===== config.mk =====
export PLATFORM = sky130hd
export DESIGN_NAME = decode_stage
export DESIGN_NICKNAME = d
export VERILOG_FILES = /design/src/rtl/decode_stage.sv
export SDC_FILE = /design/constraint.sdc
export NUM_CORES = 1
export LEC_CHECK = 0
export CORE_MARGIN = 3
export CORE_UTILIZATION = 35
export DETAILED_ROUTE_END_ITERATION = 6
export GPL_ROUTABILITY_DRIVEN = 0
export PLACE_DENSITY = 0.69
export SYNTH_ARGS = -nofsm -noshare
export SYNTH_HDL_FRONTEND = slang
export SYNTH_SLANG_ARGS = --single-unit

===== constraint.sdc =====
create_clock -name i_clk -period 6.44 [get_ports i_clk]
set_input_delay 0.644 -clock i_clk [delete_from_list [all_inputs] [get_ports i_clk]]
set_output_delay 0.644 -clock i_clk [all_outputs]
set_load 0.1 [all_outputs]

===== src/rtl/decode_stage.sv =====
// RV32I decode stage: field extraction, immediate generation, x0/writeback
// forwarding, load-use hazard stall and a valid/ready output pipeline register.
module decode_stage #(
  parameter int unsigned XLEN     = 32,
  parameter logic [31:0] RESET_PC = 32'h0
) (
  input  logic            i_clk,
  input  logic            i_rst,
  input  logic            i_valid,
  output logic            o_ready,
  input  logic [XLEN-1:0] i_instr,
  input  logic [XLEN-1:0] i_pc,
  input  logic            i_flush,
  output logic [4:0]      o_reg_num_1,
  output logic [4:0]      o_reg_num_2,
  input  logic [XLEN-1:0] i_rs_1_val,
  input  logic [XLEN-1:0] i_rs_2_val,
  input  logic            i_wb_en,
  input  logic [4:0]      i_wb_reg,
  input  logic [XLEN-1:0] i_wb_val,
  input  logic            i_ex_load,
  input  logic [4:0]      i_ex_rd,
  output logic            o_valid,
  input  logic            i_ready,
  output logic [XLEN-1:0] o_pc,
  output logic [6:0]      o_opcode,
  output logic [2:0]      o_funct3,
  output logic            o_funct7b5,
  output logic [4:0]      o_rd,
  output logic [XLEN-1:0] o_op_a,
  output logic [XLEN-1:0] o_op_b,
  output logic [XLEN-1:0] o_imm,
  output logic            o_illegal
);

  localparam logic [6:0] OP_LUI    = 7'b0110111;
  localparam logic [6:0] OP_AUIPC  = 7'b0010111;
  localparam logic [6:0] OP_JAL    = 7'b1101111;
  localparam logic [6:0] OP_JALR   = 7'b1100111;
  localparam logic [6:0] OP_BRANCH = 7'b1100011;
  localparam logic [6:0] OP_LOAD   = 7'b0000011;
  localparam logic [6:0] OP_STORE  = 7'b0100011;
  localparam logic [6:0] OP_IMM    = 7'b0010011;
  localparam logic [6:0] OP_REG    = 7'b0110011;
  localparam logic [6:0] OP_FENCE  = 7'b0001111;
  localparam logic [6:0] OP_SYSTEM = 7'b1110011;

  logic [6:0]      w_opcode;
  logic [4:0]      w_rs1;
  logic [4:0]      w_rs2;
  logic            w_legal;
  logic            w_uses_rs1;
  logic            w_uses_rs2;
  logic            w_rd_zero;
  logic [XLEN-1:0] w_imm;
  logic [XLEN-1:0] w_op_a;
  logic [XLEN-1:0] w_op_b;
  logic            w_hazard;
  logic            w_ready;
  logic            w_accept;

  logic            r_valid;
  logic [XLEN-1:0] r_pc;
  logic [6:0]      r_opcode;
  logic [2:0]      r_funct3;
  logic            r_funct7b5;
  logic [4:0]      r_rd;
  logic [XLEN-1:0] r_op_a;
  logic [XLEN-1:0] r_op_b;
  logic [XLEN-1:0] r_imm;
  logic            r_illegal;

  assign w_opcode = i_instr[6:0];
  assign w_rs1    = i_instr[19:15];
  assign w_rs2    = i_instr[24:20];

  // Instruction class: which sources are read, which immediate format applies.
  always_comb begin
    w_legal    = 1'b1;
    w_uses_rs1 = 1'b1;
    w_uses_rs2 = 1'b0;
    w_rd_zero  = 1'b0;
    w_imm      = '0;
    case (w_opcode)
      OP_LUI, OP_AUIPC: begin
        w_uses_rs1 = 1'b0;
        w_imm      = {i_instr[31:12], 12'b0};
      end
      OP_JAL: begin
        w_uses_rs1 = 1'b0;
        w_imm      = {{11{i_instr[31]}}, i_instr[31], i_instr[19:12], i_instr[20],
                      i_instr[30:21], 1'b0};
      end
      OP_JALR, OP_LOAD, OP_IMM, OP_FENCE, OP_SYSTEM: begin
        w_imm = {{20{i_instr[31]}}, i_instr[31:20]};
      end
      OP_STORE: begin
        w_uses_rs2 = 1'b1;
        w_rd_zero  = 1'b1;
        w_imm      = {{20{i_instr[31]}}, i_instr[31:25], i_instr[11:7]};
      end
      OP_BRANCH: begin
        w_uses_rs2 = 1'b1;
        w_rd_zero  = 1'b1;
        w_imm      = {{19{i_instr[31]}}, i_instr[31], i_instr[7], i_instr[30:25],
                      i_instr[11:8], 1'b0};
      end
      OP_REG: begin
        w_uses_rs2 = 1'b1;
      end
      default: begin
        w_legal   = 1'b0;
        w_rd_zero = 1'b1;
      end
    endcase
  end

  // x0 reads as zero; a same-cycle writeback beats the stale register-file data.
  function automatic logic [XLEN-1:0] fwd(input logic [4:0] reg_num,
                                          input logic [XLEN-1:0] rf_val);
    if (reg_num == 5'd0)                         return '0;
    else if (i_wb_en && (i_wb_reg == reg_num))   return i_wb_val;
    else                                         return rf_val;
  endfunction

  assign w_op_a = fwd(w_rs1, i_rs_1_val);
  assign w_op_b = fwd(w_rs2, i_rs_2_val);

  assign w_hazard = i_valid & i_ex_load & (i_ex_rd != 5'd0) &
                    ((w_uses_rs1 & (w_rs1 == i_ex_rd)) |
                     (w_uses_rs2 & (w_rs2 == i_ex_rd)));
  assign w_ready  = i_rst & ~w_hazard & (~r_valid | i_ready);
  assign w_accept = i_valid & w_ready & ~i_flush;

  // Output pipeline register; flush wins over accept, accept over drain.
  always_ff @(posedge i_clk) begin
    if (!i_rst) begin
      r_valid    <= 1'b0;
      r_pc       <= RESET_PC;
      r_opcode   <= '0;
      r_funct3   <= '0;
      r_funct7b5 <= 1'b0;
      r_rd       <= '0;
      r_op_a     <= '0;
      r_op_b     <= '0;
      r_imm      <= '0;
      r_illegal  <= 1'b0;
    end else if (i_flush) begin
      r_valid <= 1'b0;
    end else if (w_accept) begin
      r_valid    <= 1'b1;
      r_pc       <= i_pc;
      r_opcode   <= w_opcode;
      r_funct3   <= i_instr[14:12];
      r_funct7b5 <= i_instr[30];
      r_rd       <= w_rd_zero ? 5'd0 : i_instr[11:7];
      r_op_a     <= w_op_a;
      r_op_b     <= w_op_b;
      r_imm      <= w_imm;
      r_illegal  <= ~w_legal;
    end else if (r_valid && i_ready) begin
      r_valid <= 1'b0;
    end
  end

  assign o_ready     = w_ready;
  assign o_reg_num_1 = w_rs1;
  assign o_reg_num_2 = w_rs2;
  assign o_valid     = r_valid;
  assign o_pc        = r_pc;
  assign o_opcode    = r_opcode;
  assign o_funct3    = r_funct3;
  assign o_funct7b5  = r_funct7b5;
  assign o_rd        = r_rd;
  assign o_op_a      = r_op_a;
  assign o_op_b      = r_op_b;
  assign o_imm       = r_imm;
  assign o_illegal   = r_illegal;

endmodule


== After elaboration in Yosys (flattened, before gate mapping) ==
Index checks and enable logic that the tools add are counted.

* Register bits: 146
* Input port bits: 177
* Output and inout port bits: 157
* Logic and storage cells: 67

* Eq/ne operators: 15
* Multiplexer cells: 11
* Bitwise logic cells: 16
* Reductions and logical operators: 15

{| class="wikitable"
|+ Operators by type and width
! cell !! number
|-
| $pmux W32 S5 || 1
|-
| $mux W32 || 4
|-
| $eq A7 B7 Y1 const B || 4
|-
| $eq A7 B6 Y1 const B || 3
|-
| $eq A5 B5 Y1 || 4
|-
| $eq A7 B5 Y1 const B || 2
|-
| $reduce_or A11 Y1 || 1
|-
| $logic_not A5 Y1 || 2
|-
| $and A1 B1 Y1 || 9
|-
| $reduce_or A9 Y1 || 1
|-
| $eq A7 B2 Y1 const B || 1
|-
| $eq A7 B4 Y1 const B || 1
|-
| $reduce_or A3 Y1 || 2
|-
| $mux W1 || 5
|-
| $mux W5 || 1
|-
| $not A1 Y1 || 5
|-
| $reduce_bool A5 Y1 || 1
|-
| $reduce_or A5 Y1 || 1
|-
| $reduce_or A2 Y1 || 2
|-
| $logic_and A1 B1 Y1 || 3
|-
| $or A1 B1 Y1 || 2
|-
| $reduce_and A2 Y1 || 1
|-
| $reduce_bool A2 Y1 || 1
|}

== Depth between registers and ports, before layout ==
* Depth after elaboration: 12
* Mapped depth: 9
* Depth with buffers taken out: 5

== Worst setup path after synthesis ==
Ideal clock, no wire load.

* Kind: input port to output port
* Start point: input port i_ex_rd[0]
* End point: output port o_ready
* Arrival: 3516 ps
* Required time: 5796 ps
* Path slack: 2280 ps
* Cell stages on the path: 7
* Path buffers: 2
* Cells stage by stage: or4_1 -> o21ai_0 -> nand3b_1 -> buf_2 -> buf_1 -> nand2_1 -> a21oi_1

* Cells in the longest elaborated chain, start to end: 7
* Elaborated cells on any way between the ends: 11
* Those cells by class: eq/ne (2); bitwise (8); reduce/logical (1)

{| class="wikitable"
|+ Ends and longest elaborated chain
! item !! line !! text
|-
| start: declaration || 22 || <nowiki>input logic [4:0] i_ex_rd,</nowiki>
|-
| $eq A5 B5 Y1 (on tied branches) || 130, 131 ||
|-
| $and A1 B1 Y1 (on tied branches) || 130, 131 ||
|-
| $or A1 B1 Y1 || 130 || <nowiki>((w_uses_rs1 & (w_rs1 == i_ex_rd)) |</nowiki>
|-
| $and A1 B1 Y1 * || 129 || <nowiki>assign w_hazard = i_valid & i_ex_load & (i_ex_rd != 5'd0) &</nowiki>
|-
| $not A1 Y1 * || 132 || <nowiki>assign w_ready = i_rst & ~w_hazard & (~r_valid | i_ready);</nowiki>
|-
| $and A1 B1 Y1 * (2 in a row) || 132 ||
|-
| end: declaration || 10 || <nowiki>output logic o_ready,</nowiki>
|}

Every way passes the cells marked *; elsewhere a longest branch is shown, timed or not.

== Final worst setup path ==
Ends and elaborated chain as after synthesis.

==> results.py <==
metrics = {
    "pwr": {
        "p_int_mw": 1.842,
        "peakVddDrop_mv": 0.1520,
        "pwr-share-seq_pct": 35.5,
        "combPwrFrac_pct": 24.4,
        "leakagePower_nw": 4.152,
        "p_switching_mw": 0.8509,
        "pwr_density_cell_nw_per_um2": 234.9,
        "netSwitchingFraction_pct": 31.60,
        "p_clk_share_pct": 40.1,
    },
    "worst_hold_path": {
        "min_from": "o_pc[5]",
        "hold_depth": 2,
        "worst_hold_path_type": "flip-flop to flip-flop",
        "worstHoldEndpoint": "o_pc[5]",
    },
    "logic_synthesis": {
        "synthTopCellsByArea": "dfxtp_1 (39%), mux2_2 (9.5%), a31oi_1 (8.1%)",
        "synth_top_area_share_pct": 38.72,
        "ys_types": 48,
        "synthCells": 875,
        "synth-seq-cells": 146,
        "ys_seq_area_share_pct": 38.72,
        "yosysWarningCount": 0,
        "synth_area_sq_um": 7548,
        "synthArstFlopShare_pct": 0,
        "synth_fp_nets": 1052,
        "yosysTopAreaCell": "dfxtp_1",
        "synth_edf_count": 0,
        "syn_avg_cell_area_sq_um": 8.627,
        "ys.flop_type": "dfxtp_1",
    },
    "final_layout": {
        "stdcell_count": 1413,
        "syn_to_final_growth_pct": 51.86,
        "final_common_cell": "clkdlybuf4s50_1",
        "final_cell_mix": "clkdlybuf4s50_1 (332), nand2_1 (155), dfxtp_1 (146)",
        "design_area_sq_um": 11460,
        "final_net_count": 1304,
        "drive_gt1_share_pct": 14.15,
        "n_antenna_cell": 0,
    },
    "cts": {
        "cts_setup_buffers": 0,
        "root_buffer": "clkbuf_16",
        "cts_hold_buf": 0,
        "clockBufferDepth": 2,
        "cts_tree": "yes",
        "clk_pin_slew_worst_paths_ns": 0.06,
        "cts_resized": 0,
        "clock_latency_ns": 0.42,
        "htree_levels": 4,
        "cts_buffers": 17,
        "cts_sinks": 146,
    },
    "floorplanning": {
        "die_h_microns": 152.9,
        "core_sq_um": 21090,
        "die-area_sq_um": 23360,
        "fp-row-count": 53,
        "die_x_microns": 152.9,
        "start_util_pct": 35.80,
        "num_io_pins": 334,
    },
    "worst_setup_path": {
        "crit_start": "i_ex_rd[0]",
        "crit_family": "buffers and inverters",
        "cp-end-kind": "output port",
        "path_buf_inv": 2,
        "rr_startpoint": "o_valid",
        "worst_r2r_endpoint": "o_imm[20]",
        "worstPathArrival_ns": 3.88,
        "r2r_slack_ns": 3.90,
        "critPathLaunchType": "primary input",
        "r2r_cells": 5,
        "required_ns": 5.80,
        "criticalPathCategory": "primary input to output port",
        "slowest_delay_ns": 1.15,
        "crit_chain": "clkdlybuf4s50_1 > or4_1 > o21ai_0 > nand3b_1 > nand2_1 > a21oi_1 > clkdlybuf4s50_1",
        "cp_max_fo": 3,
        "crit_top_cell": "clkdlybuf4s50_1",
        "cpMaxStageDelayCell": "clkdlybuf4s50_1",
    },
    "timing": {
        "whs_ns": 0.4571,
        "setup_viol": 0,
        "tns_ns": 0,
        "drv_slew": 0,
        "max_clock_freq_mhz": 221.1,
        "worst_pin_slew_ns": 1.129,
        "clock_skew_ns": 0.006409,
        "finalCriticalPeriod_ns": 4.523,
        "finalHoldViolCount": 0,
        "fin_crit_sh_pct": 70.24,
        "setup_slack_ns": 1.917,
        "slew_headroom_pct": 24.73,
        "rsz0062_at_grt": "false",
    },
    "grt": {
        "grt_max_degree": 140,
        "antenna_found_initial": 2,
        "grt.total_usage_pct": 23.58,
        "overflow": 0,
        "grt_first_pass_wirelength_microns": 44060,
        "first_global_vias": 7427,
    },
    "placement": {
        "place_inst": 1383,
        "dp_hpwl_microns": 19630,
        "placed_area_sq_um": 10840,
        "portBuffers": 333,
        "pre_cts_ws_ns": 1.833,
    },
    "route": {
        "postRouteAntennaNets": 0,
        "num_vias": 7859,
        "wl_microns": 29150,
        "viasPerCell": 5.562,
        "wire_per_inst_microns": 20.63,
        "route.detailed.drc": 0,
        "drt_iter0_drc": 332,
        "drt-pass1-iter-count": 4,
    },
    "status": {
        "status": "complete, no violations",
    },
    "run": {
        "cap_violations": 0,
    },
}
==> layout make-up <==
cell class                 instances  area, sq um
tap                              275        344.1
clock inverter                    10        185.2
multi-input combinational        609         4108
timing repair buffer             346         3441
sequential                       146         2923
fill                            1926         9624
inverter                           7        26.28
clock buffer                      20        436.7
==> state kept, by name (all words and copies together), names as in the netlist <==
register / flops
o_opcode: 7
o_op_a: 32
o_op_b: 32
o_imm: 32
o_rd: 5
o_illegal: 1
o_valid: 1
o_funct3: 3
o_funct7b5: 1
o_pc: 32
==> power by group through the flow <==
| stage | registers, mW | logic, mW | clock network, mW |
|---|---|---|---|
| floorplan | 1.22 | 0.175 | 0 |
| global placement | 0.974 | 0.656 | 0 |
| detailed placement | 0.975 | 0.656 | 0 |
| CTS | 0.955 | 0.659 | 1.10 |
| global route | 0.959 | 0.683 | 1.13 |
| finish | 0.955 | 0.657 | 1.08 |
==> routing by layer <==
metal / up-vias / part of all wire (%) / global-route usage [%]
li1: 3732 / - / -
met1: 3726 / 42 / 30.74
met2: 360 / 47 / 37.70
met3: 37 / 9.3 / 7.588
met4: 4 / 1.8 / 6.661
met5: - / 0.082 / 0
==> worst min-delay path, cell delays in order, from the launching register on <==
cell and delay (ns):
dfxtp_1 0.31, nand2_1 0.05, o21ai_0 0.06
==> cells in the mapped netlist (3+ instances only) <==
library cell	n
o21ai_0	47
inv_1	7
a31o_2	41
a32oi_1	4
and3_1	8
nand2_1	155
buf_1	6
a21o_1	12
mux2_2	64
a211oi_2	5
a311oi_1	7
xnor2_1	8
mux2i_1	10
a31o_1	41
xor2_1	13
nor3_1	3
buf_2	17
nor2b_1	4
nand3_1	4
nand4_1	40
buf_4	12
clkbuf_1	74
a31oi_1	98
buf_6	4
nor4_1	4
nor2_1	8
dfxtp_1	146
a21oi_1	6
==> kinds of logic after synthesis <==
logic type / Yosys count / share of synthesized area [%]
AO/OA/AOI/OAI: 274 / 26.04
XOR/XNOR: 21 / 2.437
buffers and inverters: 120 / 7.244
flip-flops: 146 / 38.72
multiplexers: 74 / 10.87
AND/OR/NAND/NOR: 240 / 14.69
==> through the flow <==
stage	util [%]	power (mW)
2_1_floorplan	-	1.393
3_3_place_gp	51.41	1.631
3_5_place_dp	51.41	1.631
4_1_cts	54.36	2.718
5_1_grt	54.36	2.774
6_report	54.36	2.693
==> worst max-delay path by stage <==
stage | endpoint | cells after the start
after floorplan | o_ready | 7
after global placement | o_rd[1] | 8
after detailed placement | o_op_a[1] | 8
after CTS | o_ready | 7
after global routing | o_ready | 7
final | o_ready | 7
Power figures use the tool's default switching activity.
